[src/rtl/ram_master_if.sv]
// CPU-side request/response and RAM2 strobe/ready signals bundled for ram_master.
// The master modport is the ram_master view; slave is the core + RAM side.
interface ram_master_if #(
  parameter int unsigned AW = 16,
  parameter int unsigned DW = 16
);
  logic          cpu_req;
  logic          cpu_we;
  logic [AW-1:0] cpu_addr;
  logic [DW-1:0] cpu_wdata;
  logic          cpu_busy;
  logic          cpu_done;
  logic [DW-1:0] cpu_rdata;
  logic          cpu_err;
  logic          mem_re;
  logic          mem_we;
  logic [AW-1:0] mem_addr;
  logic [DW-1:0] mem_wdata;
  logic [DW-1:0] mem_rdata;
  logic          mem_ready;

  modport master (
    input  cpu_req, cpu_we, cpu_addr, cpu_wdata, mem_rdata, mem_ready,
    output cpu_busy, cpu_done, cpu_rdata, cpu_err,
           mem_re, mem_we, mem_addr, mem_wdata
  );

  modport slave (
    output cpu_req, cpu_we, cpu_addr, cpu_wdata, mem_rdata, mem_ready,
    input  cpu_busy, cpu_done, cpu_rdata, cpu_err,
           mem_re, mem_we, mem_addr, mem_wdata
  );
endinterface

[src/rtl/ram_master.sv]
// Single-outstanding RAM2 initiator: IDLE -> ACCESS (strobe until ready) -> GAP -> IDLE.
// Optional access timeout/abort enabled by defining RAM_MASTER_TIMEOUT_EN.
module ram_master #(
  parameter int unsigned AW      = 16,
  parameter int unsigned DW      = 16,
  parameter int unsigned TIMEOUT = 64,
  parameter int unsigned TW      = 8
) (
  input  logic         clk,
  input  logic         rst,
  ram_master_if.master bus
);

  if ((64'(1) << TW) <= 64'(TIMEOUT)) begin : g_tw_check
    $error("ram_master: TW too narrow to count to TIMEOUT");
  end

  typedef enum logic [1:0] {
    S_IDLE   = 2'd0,
    S_ACCESS = 2'd1,
    S_GAP    = 2'd2
  } state_e;

  state_e        state_q, state_d;
  logic          re_q, re_d;
  logic          we_q, we_d;
  logic          busy_q, busy_d;
  logic          done_q, done_d;
  logic          err_q, err_d;
  logic [AW-1:0] addr_q, addr_d;
  logic [DW-1:0] wdata_q, wdata_d;
  logic [DW-1:0] rdata_q, rdata_d;
  logic          abort_c;

`ifdef RAM_MASTER_TIMEOUT_EN
  logic [TW-1:0] cnt_q, cnt_d;

  // Abort on the TIMEOUT-th ACCESS edge; a coincident mem_ready takes priority.
  assign abort_c = (state_q == S_ACCESS) && !bus.mem_ready &&
                   (cnt_q == TW'(TIMEOUT - 1));

  always_comb begin
    cnt_d = cnt_q;
    if (state_q == S_IDLE && bus.cpu_req) begin
      cnt_d = '0;
    end else if (state_q == S_ACCESS) begin
      cnt_d = cnt_q + TW'(1);
    end
  end

  always_ff @(posedge clk or negedge rst) begin
    if (!rst) cnt_q <= '0;
    else      cnt_q <= cnt_d;
  end
`else
  assign abort_c = 1'b0;
`endif

  always_ff @(posedge clk or negedge rst) begin
    if (!rst) state_q <= S_IDLE;
    else      state_q <= state_d;
  end

  always_comb begin
    state_d = state_q;
    case (state_q)
      S_IDLE:   if (bus.cpu_req) state_d = S_ACCESS;
      S_ACCESS: if (bus.mem_ready || abort_c) state_d = S_GAP;
      S_GAP:    state_d = S_IDLE;
      default:  state_d = S_IDLE;
    endcase
  end

  // Next values of the registered outputs.
  always_comb begin
    re_d    = re_q;
    we_d    = we_q;
    addr_d  = addr_q;
    wdata_d = wdata_q;
    rdata_d = rdata_q;
    done_d  = 1'b0;
    err_d   = 1'b0;
    busy_d  = (state_d != S_IDLE);
    case (state_q)
      S_IDLE: begin
        if (bus.cpu_req) begin
          addr_d  = bus.cpu_addr;
          wdata_d = bus.cpu_wdata;
          we_d    = bus.cpu_we;
          re_d    = !bus.cpu_we;
        end
      end
      S_ACCESS: begin
        if (bus.mem_ready) begin
          re_d   = 1'b0;
          we_d   = 1'b0;
          done_d = 1'b1;
          if (re_q) rdata_d = bus.mem_rdata;
        end else if (abort_c) begin
          re_d   = 1'b0;
          we_d   = 1'b0;
          done_d = 1'b1;
          err_d  = 1'b1;
        end
      end
      default: begin
        re_d = 1'b0;
        we_d = 1'b0;
      end
    endcase
  end

  always_ff @(posedge clk or negedge rst) begin
    if (!rst) begin
      re_q    <= 1'b0;
      we_q    <= 1'b0;
      busy_q  <= 1'b0;
      done_q  <= 1'b0;
      err_q   <= 1'b0;
      addr_q  <= '0;
      wdata_q <= '0;
      rdata_q <= '0;
    end else begin
      re_q    <= re_d;
      we_q    <= we_d;
      busy_q  <= busy_d;
      done_q  <= done_d;
      err_q   <= err_d;
      addr_q  <= addr_d;
      wdata_q <= wdata_d;
      rdata_q <= rdata_d;
    end
  end

  assign bus.mem_re    = re_q;
  assign bus.mem_we    = we_q;
  assign bus.mem_addr  = addr_q;
  assign bus.mem_wdata = wdata_q;
  assign bus.cpu_busy  = busy_q;
  assign bus.cpu_done  = done_q;
  assign bus.cpu_err   = err_q;
  assign bus.cpu_rdata = rdata_q;

endmodule
[src/flat_wrapper.sv]
// flat-port wrapper written by rule: the top's interface ports become plain ports
module ram_master_flat 
#(
  parameter int unsigned AW      = 16,
  parameter int unsigned DW      = 16,
  parameter int unsigned TIMEOUT = 64,
  parameter int unsigned TW      = 8
)
  (clk, rst, bus_cpu_req, bus_cpu_we, bus_cpu_addr, bus_cpu_wdata, bus_mem_rdata, bus_mem_ready, bus_cpu_busy, bus_cpu_done, bus_cpu_rdata, bus_cpu_err, bus_mem_re, bus_mem_we, bus_mem_addr, bus_mem_wdata);
  ram_master_if #(.AW(AW), .DW(DW)) bus_i ();
  input  logic clk;
  input  logic rst;
  input wire logic [$bits(bus_i.cpu_req)-1:0] bus_cpu_req;
  input wire logic [$bits(bus_i.cpu_we)-1:0] bus_cpu_we;
  input wire logic [$bits(bus_i.cpu_addr)-1:0] bus_cpu_addr;
  input wire logic [$bits(bus_i.cpu_wdata)-1:0] bus_cpu_wdata;
  input wire logic [$bits(bus_i.mem_rdata)-1:0] bus_mem_rdata;
  input wire logic [$bits(bus_i.mem_ready)-1:0] bus_mem_ready;
  output wire logic [$bits(bus_i.cpu_busy)-1:0] bus_cpu_busy;
  output wire logic [$bits(bus_i.cpu_done)-1:0] bus_cpu_done;
  output wire logic [$bits(bus_i.cpu_rdata)-1:0] bus_cpu_rdata;
  output wire logic [$bits(bus_i.cpu_err)-1:0] bus_cpu_err;
  output wire logic [$bits(bus_i.mem_re)-1:0] bus_mem_re;
  output wire logic [$bits(bus_i.mem_we)-1:0] bus_mem_we;
  output wire logic [$bits(bus_i.mem_addr)-1:0] bus_mem_addr;
  output wire logic [$bits(bus_i.mem_wdata)-1:0] bus_mem_wdata;
  assign bus_i.cpu_req = bus_cpu_req;
  assign bus_i.cpu_we = bus_cpu_we;
  assign bus_i.cpu_addr = bus_cpu_addr;
  assign bus_i.cpu_wdata = bus_cpu_wdata;
  assign bus_i.mem_rdata = bus_mem_rdata;
  assign bus_i.mem_ready = bus_mem_ready;
  assign bus_cpu_busy = bus_i.cpu_busy;
  assign bus_cpu_done = bus_i.cpu_done;
  assign bus_cpu_rdata = bus_i.cpu_rdata;
  assign bus_cpu_err = bus_i.cpu_err;
  assign bus_mem_re = bus_i.mem_re;
  assign bus_mem_we = bus_i.mem_we;
  assign bus_mem_addr = bus_i.mem_addr;
  assign bus_mem_wdata = bus_i.mem_wdata;
  ram_master #(.AW(AW), .DW(DW), .TIMEOUT(TIMEOUT), .TW(TW)) u_core (.clk(clk), .rst(rst), .bus(bus_i));
endmodule
[config.mk]
export PLATFORM = sky130hd
export DESIGN_NAME = ram_master_flat
export DESIGN_NICKNAME = d
export VERILOG_FILES = /design/src/rtl/ram_master_if.sv /design/src/rtl/ram_master.sv /design/src/flat_wrapper.sv
export SDC_FILE = /design/constraint.sdc
export NUM_CORES = 1
export LEC_CHECK = 0
export ABC_AREA = 1
export CORE_MARGIN = 1
export CORE_UTILIZATION = 39
export DETAILED_ROUTE_END_ITERATION = 8
export PLACE_DENSITY = 0.79
export SETUP_SLACK_MARGIN = 0.05
export SLEW_MARGIN = 30
export SYNTH_ARGS = -nofsm -noshare
export SYNTH_HDL_FRONTEND = slang
export SYNTH_SLANG_ARGS = --single-unit
[constraint.sdc]
create_clock -name clk -period 1.3 [get_ports clk]
set_clock_uncertainty 0.1 [all_clocks]
set_input_delay 0.13 -clock clk [delete_from_list [all_inputs] [get_ports clk]]
set_output_delay 0.13 -clock clk [all_outputs]
set_load 0.01 [all_outputs]
==> impl_metrics.ini, run 1 <==
[finish]
filler_cell_count = 450
n_antenna_cell = 0
most-common-layout-cells = sky130_fd_sc_hd__nand2_1, sky130_fd_sc_hd__dfrtp_1, sky130_fd_sc_hd__clkdlybuf4s50_1
fin_nets = 402
layout-area-overhead-vs-synth_pct = 63.70
layout.cell_area.non_filler_um2 = 3431
share_of_cells_above_drive_strength_1_pct = 8.908
layout.cells.most_common = sky130_fd_sc_hd__nand2_1

[global_routing]
grt_util_all_layers_pct = 19.16
overflow = 0
grt_pass1_vias = 1808
grt_start_max_net_pins = 55
antenna_found_initial = 0
global_route_wire_length_before_repair_mm = 8.100

[critical_path]
worst_setup_path_type = reg -> out
timing.critical_path.from = u_core.bus.mem_wdata[3]
critPathCaptureType = primary output
crit_path_cells = dlygate4sd2_1
reg2reg_setup_slack_ns = 0.11
r2r_start = u_core.state_q[1]
timing.critical_path.to = bus_mem_wdata[3]
worst-path-max-fanout = 2
stages_on_the_worst_setup_path = 1
critical_path_buf_inv_count = 1
critical_path.startpoint_type = flip-flop
capturing_point_of_the_worst_reg2reg_path = u_core.bus.mem_addr[7]
max_stage_delay_ns = 0.40
critical-path-slowest-cell = sky130_fd_sc_hd__dfrtp_1
worst-r2r-cell-count = 5
worstPathRequired_ns = 1.07
path_delay_family = flip-flops
worst_ep_arrival_time_ns = 0.99

[floorplanning]
coreArea_um2 = 5140
fp.dieH_um = 75.31
die_outline_width_um = 75.31
core.rowCount = 26
ios = 106
die-area_um2 = 5671
start_util_pct = 40.77

[yosys]
ys_ff_latch = 54
synth_adder_area_share_pct = 0
synth-compound-area-share_pct = 0
yosys-mux-area-fraction_pct = 0
yosys_warn_count = 0
synthSimpleGateAreaFrac_pct = 30.99
mappedNetlistNets = 285
synth_xor_area_share_pct = 0
synth.lib_cells_used.distinct = 15
number_of_instances_in_the_synthesized_netlist = 232
synth_top_family_by_area = simple AND/OR/NAND/NOR gates
mappedNetlistArea_um2 = 2096
postSynthAreaPerCell_um2 = 9.033
synth.yosys.seq_area_share_pct = 64.48

[clocking]
cts_tree = yes
clockRootBuffer = sky130_fd_sc_hd__clkbuf_8
clk_path_buf_depth = 2
worst_skew_pair.late_latency_ns = 0.29
h-tree-depth = 2
numCtsBuffers = 5
numClockSinks = 54
clkTransAtPathRegs_ns = 0.09

[routing]
detail-route-antenna-nets = 0
route.detailed.drc = 0
dr.pass1.iters = 4
vias_per_cell = 4.483
drt_iter0_drc = 91
route.final.wire_length_mm = 5.331
vias = 1874
wire_per_inst_um = 12.75

[power_and_ir_drop]
total_power_uw = 6249
power.density_nw_per_um2 = 1822
max-vdd-ir-drop_mv = 1.127
power.static_leakage_uw = 0.001854
power.sequential.fraction_pct = 43.7
swShare_pct = 34.68
cell_internal_pwr_uw = 4082
pwr-share-comb_pct = 42.0
p_clk_share_pct = 14.4
switchingPower_uw = 2167

[timing]
grt_setup_unrepaired = true
maxSlewViolCount = 0
final-hold-violation-count = 0
max_clock_freq_ghz = 0.8165
layout_min_cycle_time_ns = 1.225
setup_viol = 0
final_min_period_over_clock_period_pct = 94.22

[outcome]
outcome = completed

[job]
max_cap_violations = 0

[placement]
io_buffer_count = 104
gp_congestion = 0.7405
detailedPlacementHpwl_mm = 3.554
place_area_um2 = 3284

[hold_path]
min-delay-path-class = in -> async
==> synthesized netlist by cell type (all sizes together) <==
master,n,area (um2)
clkbuf,1,3.750
buf,10,68.82
nand2,140,530.5
nor2,3,21.27
dfrtp,54,1351
nand4,1,12.51
conb,1,3.750
inv,5,18.77
nand3,17,85.08
==> flip-flops by register name (all words and copies together), names as in the netlist <==
signal,flops
u_core.bus.cpu_rdata,16
u_core.bus.mem_addr,16
u_core.bus.mem_wdata,16
u_core.state_q,2
u_core.bus.cpu_busy,1
u_core.bus.cpu_done,1
u_core.bus.mem_re,1
u_core.bus.mem_we,1
==> layer usage <==
| layer | global-route usage [%] | part of all wire [%] |
|---|---|---|
| met5 | 0 | 0 |
| met4 | 4.321 | 0.86 |
| met3 | 4.762 | 5.4 |
| met2 | 33.93 | 51 |
| met1 | 23.76 | 43 |
==> worst min-delay path by stage <==
stage	depth (start not counted)	slack, ns	end
floorplan	0	-0.27	u_core.bus.cpu_busy
global placement	2	0.04	u_core.bus.mem_wdata[11]
detailed placement	2	0.04	u_core.bus.mem_wdata[11]
CTS	3	0.25	u_core.bus.mem_addr[4]
global route	3	0.25	u_core.bus.mem_wdata[11]
finish	3	0.25	u_core.bus.mem_wdata[12]
==> cell families after synthesis <==
group,count (synthesis)
buffers and inverters,16
flip-flops,54
other,1
AND/OR/NAND/NOR,161
==> stage by stage <==
stage	utilization (%)	hold slack, ns	TNS (ns)	setup WS (ns)	cells
finish	66.75	0.2488	0	0.07519	418
global route	66.75	0.2468	0	0.01891	418
CTS	64.58	0.2517	0	0.02734	413
detailed placement	63.90	0.04475	-1.016	-0.04638	405
global placement	63.90	0.04440	-0.01549	-0.004718	405
floorplan	-	-0.2656	0	0.08190	232
==> repair_timing <==
action / 4_1_cts / 5_1_grt
hold buffers: 1 / 0
cloned: 0 / 3
setup endpoints to repair: 53 / 35
resized for setup: 52 / 14
hold endpoints to repair: 54 / 0
pin swaps: 0 / 0
setup buffers: 1 / 2
==> power groups by stage <==
stage / Clock (uW) / Combinational [uW] / Sequential (uW)
floorplan: 0 / 808 / 3050
global placement: 0 / 2860 / 2760
detailed placement: 0 / 2940 / 2760
CTS: 922 / 2490 / 2720
global route: 992 / 2910 / 2800
finish: 897 / 2620 / 2730
==> layout make-up <==
| type | instances | area, um2 | area share (%) |
|---|---|---|---|
| clock buffers | 6 | 82.58 | 2.407 |
| repair buffers | 121 | 1217 | 35.49 |
| well taps | 70 | 87.58 | 2.553 |
| flip-flops and latches | 54 | 1351 | 39.39 |
| multi-input cells | 162 | 665.6 | 19.40 |
| inverters | 5 | 26.28 | 0.7659 |
No activity file was read; power rests on OpenSTA's default activity.
==> run 2, diff against run 1 <==
--- a/config.mk
+++ b/config.mk
@@ -6,6 +6,7 @@
 export NUM_CORES = 1
 export LEC_CHECK = 0
 export ABC_AREA = 1
+export CORE_ASPECT_RATIO = 2
 export CORE_MARGIN = 1
 export CORE_UTILIZATION = 39
 export DETAILED_ROUTE_END_ITERATION = 8
==> run 2 against run 1 <==
Via count grew 2.5%. Die area grew 0.32%. Non-clock buffer count grew 4. Wire length grew 6.4%. Register-to-register slack lost 0.07 ns. First-iteration DRC count shrank 65%. Worst hold slack gained 0.0044 ns. Critical path depth grew 4.
==> impl_metrics.ini, run 2 (synthesis results as in run 1) <==
[outcome]
outcome = completed

[power_and_ir_drop]
power.static_leakage_uw = 0.001887
power.density_nw_per_um2 = 1880
max-vdd-ir-drop_mv = 1.351

[routing]
dr.pass1.iters = 4
route.final.wire_length_mm = 5.671
drt_iter0_drc = 32
vias = 1920
route.detailed.drc = 0
vias_per_cell = 4.660
wire_per_inst_um = 13.76
detail-route-antenna-nets = 0

[floorplanning]
die-area_um2 = 5689
fp.dieH_um = 105.7
coreArea_um2 = 5139
start_util_pct = 40.78
core.rowCount = 37
die_outline_width_um = 53.84
ios = 106

[timing]
maxSlewViolCount = 0
grt_setup_unrepaired = true
final_min_period_over_clock_period_pct = 96.78
setup_viol = 0
layout_min_cycle_time_ns = 1.258
final-hold-violation-count = 0
max_clock_freq_ghz = 0.7949
timing.setup.tns_ns = 0

[critical_path]
path_common_cell = sky130_fd_sc_hd__nand2_1
max_stage_delay_ns = 0.46
worst_ep_arrival_time_ns = 1.35
worstPathRequired_ns = 1.39
worst-path-max-fanout = 17
worst_setup_path_type = reg -> reg
crit_path_cells = nor2_4, nand2_4, clkbuf_16, nand2_1, nand2_1
critical_path.startpoint_type = flip-flop
critPathCaptureType = flip-flop
critical-path-slowest-cell = sky130_fd_sc_hd__dfrtp_2

[placement]
gp_congestion = 0.8076
place_area_um2 = 3257
post-place-cells = 393
io_buffer_count = 104
detailedPlacementHpwl_mm = 3.976

[clocking]
numCtsBuffers = 5
h-tree-depth = 2
numClockSinks = 54
clkTransAtPathRegs_ns = 0.09
cts_tree = yes
worst_skew_pair.late_latency_ns = 0.30
clockRootBuffer = sky130_fd_sc_hd__clkbuf_8
clk_path_buf_depth = 2

[global_routing]
antenna_found_initial = 0
grt_pass1_vias = 1847
grt_start_max_net_pins = 35
grt_util_all_layers_pct = 20.74
global_route_wire_length_before_repair_mm = 8.424
overflow = 0

[finish]
finalNonFillerCells = 412
most-common-layout-cells = sky130_fd_sc_hd__nand2_1, sky130_fd_sc_hd__dfrtp_1, sky130_fd_sc_hd__clkdlybuf4s50_1
n_antenna_cell = 0
layout.cells.most_common = sky130_fd_sc_hd__nand2_1
fin_nets = 406
final_util_pct = 67.52
layout.cell_area.non_filler_um2 = 3470
layout-area-overhead-vs-synth_pct = 65.55
area.sequential_um2 = 1353
share_of_cells_above_drive_strength_1_pct = 10.73
filler_cell_count = 428
multi_input_area_um2 = 665.6

[hold_path]
min-delay-path-class = in -> reg

[job]
max_cap_violations = 0
-- run 2: cell types whose count changed in the layout (fill, tap and decap cells not counted), sizes merged --
cell / before / now
buf: 15 / 18
clkbuf: 8 / 11
clkdlybuf4s15: 6 / 7
dlygate4sd2: 46 / 45
-- run 2: path summary, 6_finish.rpt --
check	end	slack (ns)	cells past startpoint	from
setup / recovery	u_core.bus.mem_wdata[13]	0.04	5	u_core.state_q[0]
hold / removal	u_core.bus.mem_wdata[5]	0.25	3	bus_cpu_wdata[5]
setup reg to reg	u_core.bus.mem_wdata[13]	0.04	5	u_core.state_q[0]
hold reg to reg	u_core.bus.cpu_rdata[12]	0.38	2	u_core.bus.cpu_rdata[12]
max in group asynchronous	u_core.state_q[0]	0.56	3	rst
min in group asynchronous	u_core.bus.mem_wdata[8]	0.26	3	rst
-- run 2: timing repair --
action,CTS,global route
gates cloned,0,3
hold buffers,1,0
buffers inserted,1,6
setup endpoints to repair,52,36
resized for setup,52,14
pin swaps,0,3
endpoints found under the hold margin,54,0
-- run 2: cell type report --
| cell class | count | area share [%] |
|---|---|---|
| tap | 58 | 2.092 |
| clock buffer | 8 | 3.173 |
| multi-input combinational | 162 | 19.18 |
| inverter | 5 | 0.7573 |
| timing repair buffer | 125 | 35.81 |
| sequential | 54 | 38.98 |
-- run 2: metrics by stage --
step           setup slack, ns  power, uW  hold WS (ns)
4_1_cts                0.06059       6300        0.2461
5_1_grt               -0.01392       6983        0.2619
6_report               0.04191       6522        0.2532
2_1_floorplan          0.08190       3857       -0.2656
3_5_place_dp          -0.01720       5711       0.06319
3_3_place_gp          0.005662       5650       0.05239
-- run 2: layer usage --
| metal | part of all wire [%] | up-vias | track usage, % |
|---|---|---|---|
| li1 | - | 944 | - |
| met1 | 36 | 892 | 22.33 |
| met2 | 57 | 68 | 35.98 |
| met3 | 3.9 | 16 | 3.175 |
| met4 | 3.9 | 0 | 11.47 |
| met5 | 0 | - | 0 |
-- run 2: power breakdown --
| group | leakage, uW | switching (uW) | total [uW] | internal, uW |
|---|---|---|---|---|
| clock | 0.0000575 | 518 | 1060 | 538 |
| sequential | 0.000673 | 367 | 2720 | 2350 |
| combinational | 0.00116 | 1350 | 2750 | 1400 |
-- run 2: critical path: cells and delay by family, from the launching register on --
family / cells / cell delay, ns
and+or+nand+nor: 4 / 0.38
DFF: 1 / 0.46
buffers and inverters: 1 / 0.20
==> run 3, diff against run 2 <==
--- a/config.mk
+++ b/config.mk
@@ -11,8 +11,7 @@
 export CORE_UTILIZATION = 39
 export DETAILED_ROUTE_END_ITERATION = 8
 export PLACE_DENSITY = 0.79
-export SETUP_SLACK_MARGIN = 0.05
-export SLEW_MARGIN = 30
+export SLEW_MARGIN = 0
 export SYNTH_ARGS = -nofsm -noshare
 export SYNTH_HDL_FRONTEND = slang
 export SYNTH_SLANG_ARGS = --single-unit
==> run 3 against run 2 <==
Clock power is essentially flat. Critical path type unchanged. Wire length shrank 2.0%. Highest routed layer unchanged. Largest cell class unchanged. Design area shrank 1.7%. Sequential share of layout area grew 0.67 points. Total power shrank 2.3%. Critical path depth grew 1. First-iteration DRC count shrank 3.1%. Core utilization shrank 1.1 points. Non-clock buffer count shrank 6. Fmax grew 0.92%.
==> impl_metrics.ini, run 3 (synthesis results as in run 1) <==
[routing]
dr.pass1.iters = 4
drt_iter0_drc = 31
detail_route.wirelength.met1_mm = 1.989
detail-route-antenna-nets = 0
wl_met3_um = 218
maxUsedRoutingLayer = met4
route.detailed.drc = 0
vias = 1893
route.final.wire_length_mm = 5.558
vias_per_cell = 4.663
wire_per_inst_um = 13.69
detailroute.wirelength.met2_mm = 3.138

[job]
max_cap_violations = 0

[timing]
final-hold-violation-count = 0
final_min_period_over_clock_period_pct = 95.89
layout_min_cycle_time_ns = 1.247
timing.setup.tns_ns = 0
setup_viol = 0
maxSlewViolCount = 0
max_clock_freq_ghz = 0.8022
finalWorstSetupSlack_ns = 0.05338
grt_setup_unrepaired = false

[hold_path]
timing.hold.worst_path_depth = 3
worstHoldStart = bus_cpu_addr[11]
min-delay-path-class = in -> reg
worst_hold_path.endpoint = u_core.bus.mem_addr[11]

[floorplanning]
fp.dieH_um = 105.7
die-area_um2 = 5689
coreArea_um2 = 5139
ios = 106
die_outline_width_um = 53.84
core.rowCount = 37
start_util_pct = 40.78

[finish]
layout-area-overhead-vs-synth_pct = 62.75
share_of_cells_above_drive_strength_1_pct = 8.908
layout.cell_area.non_filler_um2 = 3411
most-common-layout-cells = sky130_fd_sc_hd__nand2_1, sky130_fd_sc_hd__dfrtp_1, sky130_fd_sc_hd__dlygate4sd2_1
n_antenna_cell = 0
layout.cells.most_common = sky130_fd_sc_hd__nand2_1
filler_cell_count = 429
fin_nets = 400

[power_and_ir_drop]
pwr-share-comb_pct = 41.0
p_clk_share_pct = 16.5
total_power_uw = 6374
max-vdd-ir-drop_mv = 1.348
cell_internal_pwr_uw = 4183
switchingPower_uw = 2191
power.static_leakage_uw = 0.001866
power.density_nw_per_um2 = 1869
swShare_pct = 34.37
power.sequential.fraction_pct = 42.5

[global_routing]
grt_start_max_net_pins = 35
grt_pass1_vias = 1847
global_route_wire_length_before_repair_mm = 8.424
antenna_found_initial = 0
grt_util_all_layers_pct = 20.74
overflow = 0

[clocking]
clk_path_buf_depth = 2
clockRootBuffer = sky130_fd_sc_hd__clkbuf_8
h-tree-depth = 2
numClockSinks = 54
worst_skew_pair.late_latency_ns = 0.30
cts_tree = yes
numCtsBuffers = 5
clkTransAtPathRegs_ns = 0.09

[placement]
place_area_um2 = 3257
io_buffer_count = 104
gp_congestion = 0.8076
detailedPlacementHpwl_mm = 3.976
post-place-ws_ns = -0.01720

[critical_path]
critical_path.startpoint_type = flip-flop
worst-path-max-fanout = 9
worst_setup_path_type = reg -> reg
worstPathRequired_ns = 1.44
reg2reg_setup_slack_ns = 0.05
worst-r2r-cell-count = 6
worst_ep_arrival_time_ns = 1.39
critPathCaptureType = flip-flop
capturing_point_of_the_worst_reg2reg_path = u_core.bus.mem_wdata[4]
r2r_start = u_core.state_q[0]

[outcome]
outcome = completed
-- run 3: cell types whose count changed in the layout (fill, tap and decap cells not counted), sizes merged --
cell           delta
buf               -6
clkdlybuf4s15     -7
dlygate4sd2       +7
-- run 3: metal layers --
layer	GRT usage, %	up-vias
met5	0	-
met4	11.47	0
met3	3.175	17
met2	35.98	66
met1	22.33	880
li1	-	930
-- run 3: per-stage QoR --
stage          util, %  hold slack [ns]  cells
2_1_floorplan        -          -0.2656    232
3_3_place_gp     63.38          0.05239    393
3_5_place_dp     63.38          0.06319    393
4_1_cts          64.60           0.2461    403
5_1_grt          66.37           0.2620    406
6_report         66.37           0.2537    406
-- run 3: power by group through the flow --
stage	Sequential [uW]	Clock (uW)	Combinational [uW]
finish	2710	1050	2610
detailed placement	2750	0	2960
CTS	2710	1080	2510
global route	2810	1150	2890
floorplan	3050	0	808
global placement	2760	0	2900
-- run 3: critical path, stage by stage (launching register included) --
cell and delay (ns):
sky130_fd_sc_hd__dfrtp_2 0.46, sky130_fd_sc_hd__nor2_4 0.14, sky130_fd_sc_hd__nand2_4 0.10, sky130_fd_sc_hd__inv_6 0.12
sky130_fd_sc_hd__clkbuf_16 0.16, sky130_fd_sc_hd__nand2_1 0.05, sky130_fd_sc_hd__nand2_1 0.06
-- run 3: area by class of cell --
cell class                 instances  area (um2)  area share (%)
sequential                        54        1353           39.66
timing repair buffer             119        1189           34.85
multi-input combinational        162       663.1           19.44
clock buffer                       8       110.1           3.228
tap                               58       72.57           2.128
inverter                           5       23.77          0.6970
-- run 3: worst max-delay path by stage --
stage | depth (start not counted) | endpoint | slack, ns | from
2_1_floorplan | 5 | u_core.bus.cpu_rdata[10] | 0.08 | u_core.bus.mem_re
3_3_place_gp | 6 | u_core.bus.cpu_rdata[12] | 0.006 | bus_mem_ready
3_5_place_dp | 6 | u_core.bus.cpu_rdata[7] | -0.02 | bus_mem_ready
4_1_cts | 1 | bus_mem_wdata[11] | 0.06 | u_core.bus.mem_wdata[11]
5_1_grt | 6 | u_core.bus.mem_addr[2] | 0.003 | u_core.state_q[0]
6_report | 6 | u_core.bus.mem_wdata[4] | 0.05 | u_core.state_q[0]
-- run 3: what timing repair did --
| action | 4_1_cts | 5_1_grt |
|---|---|---|
| pin swaps | 0 | 2 |
| gates resized for setup | 52 | 5 |
| endpoints found under the setup margin | 52 | 2 |
| gates cloned | 0 | 3 |
| endpoints found under the hold margin | 54 | 0 |
| buffers inserted | 1 | 0 |
| hold buffers | 1 | 0 |
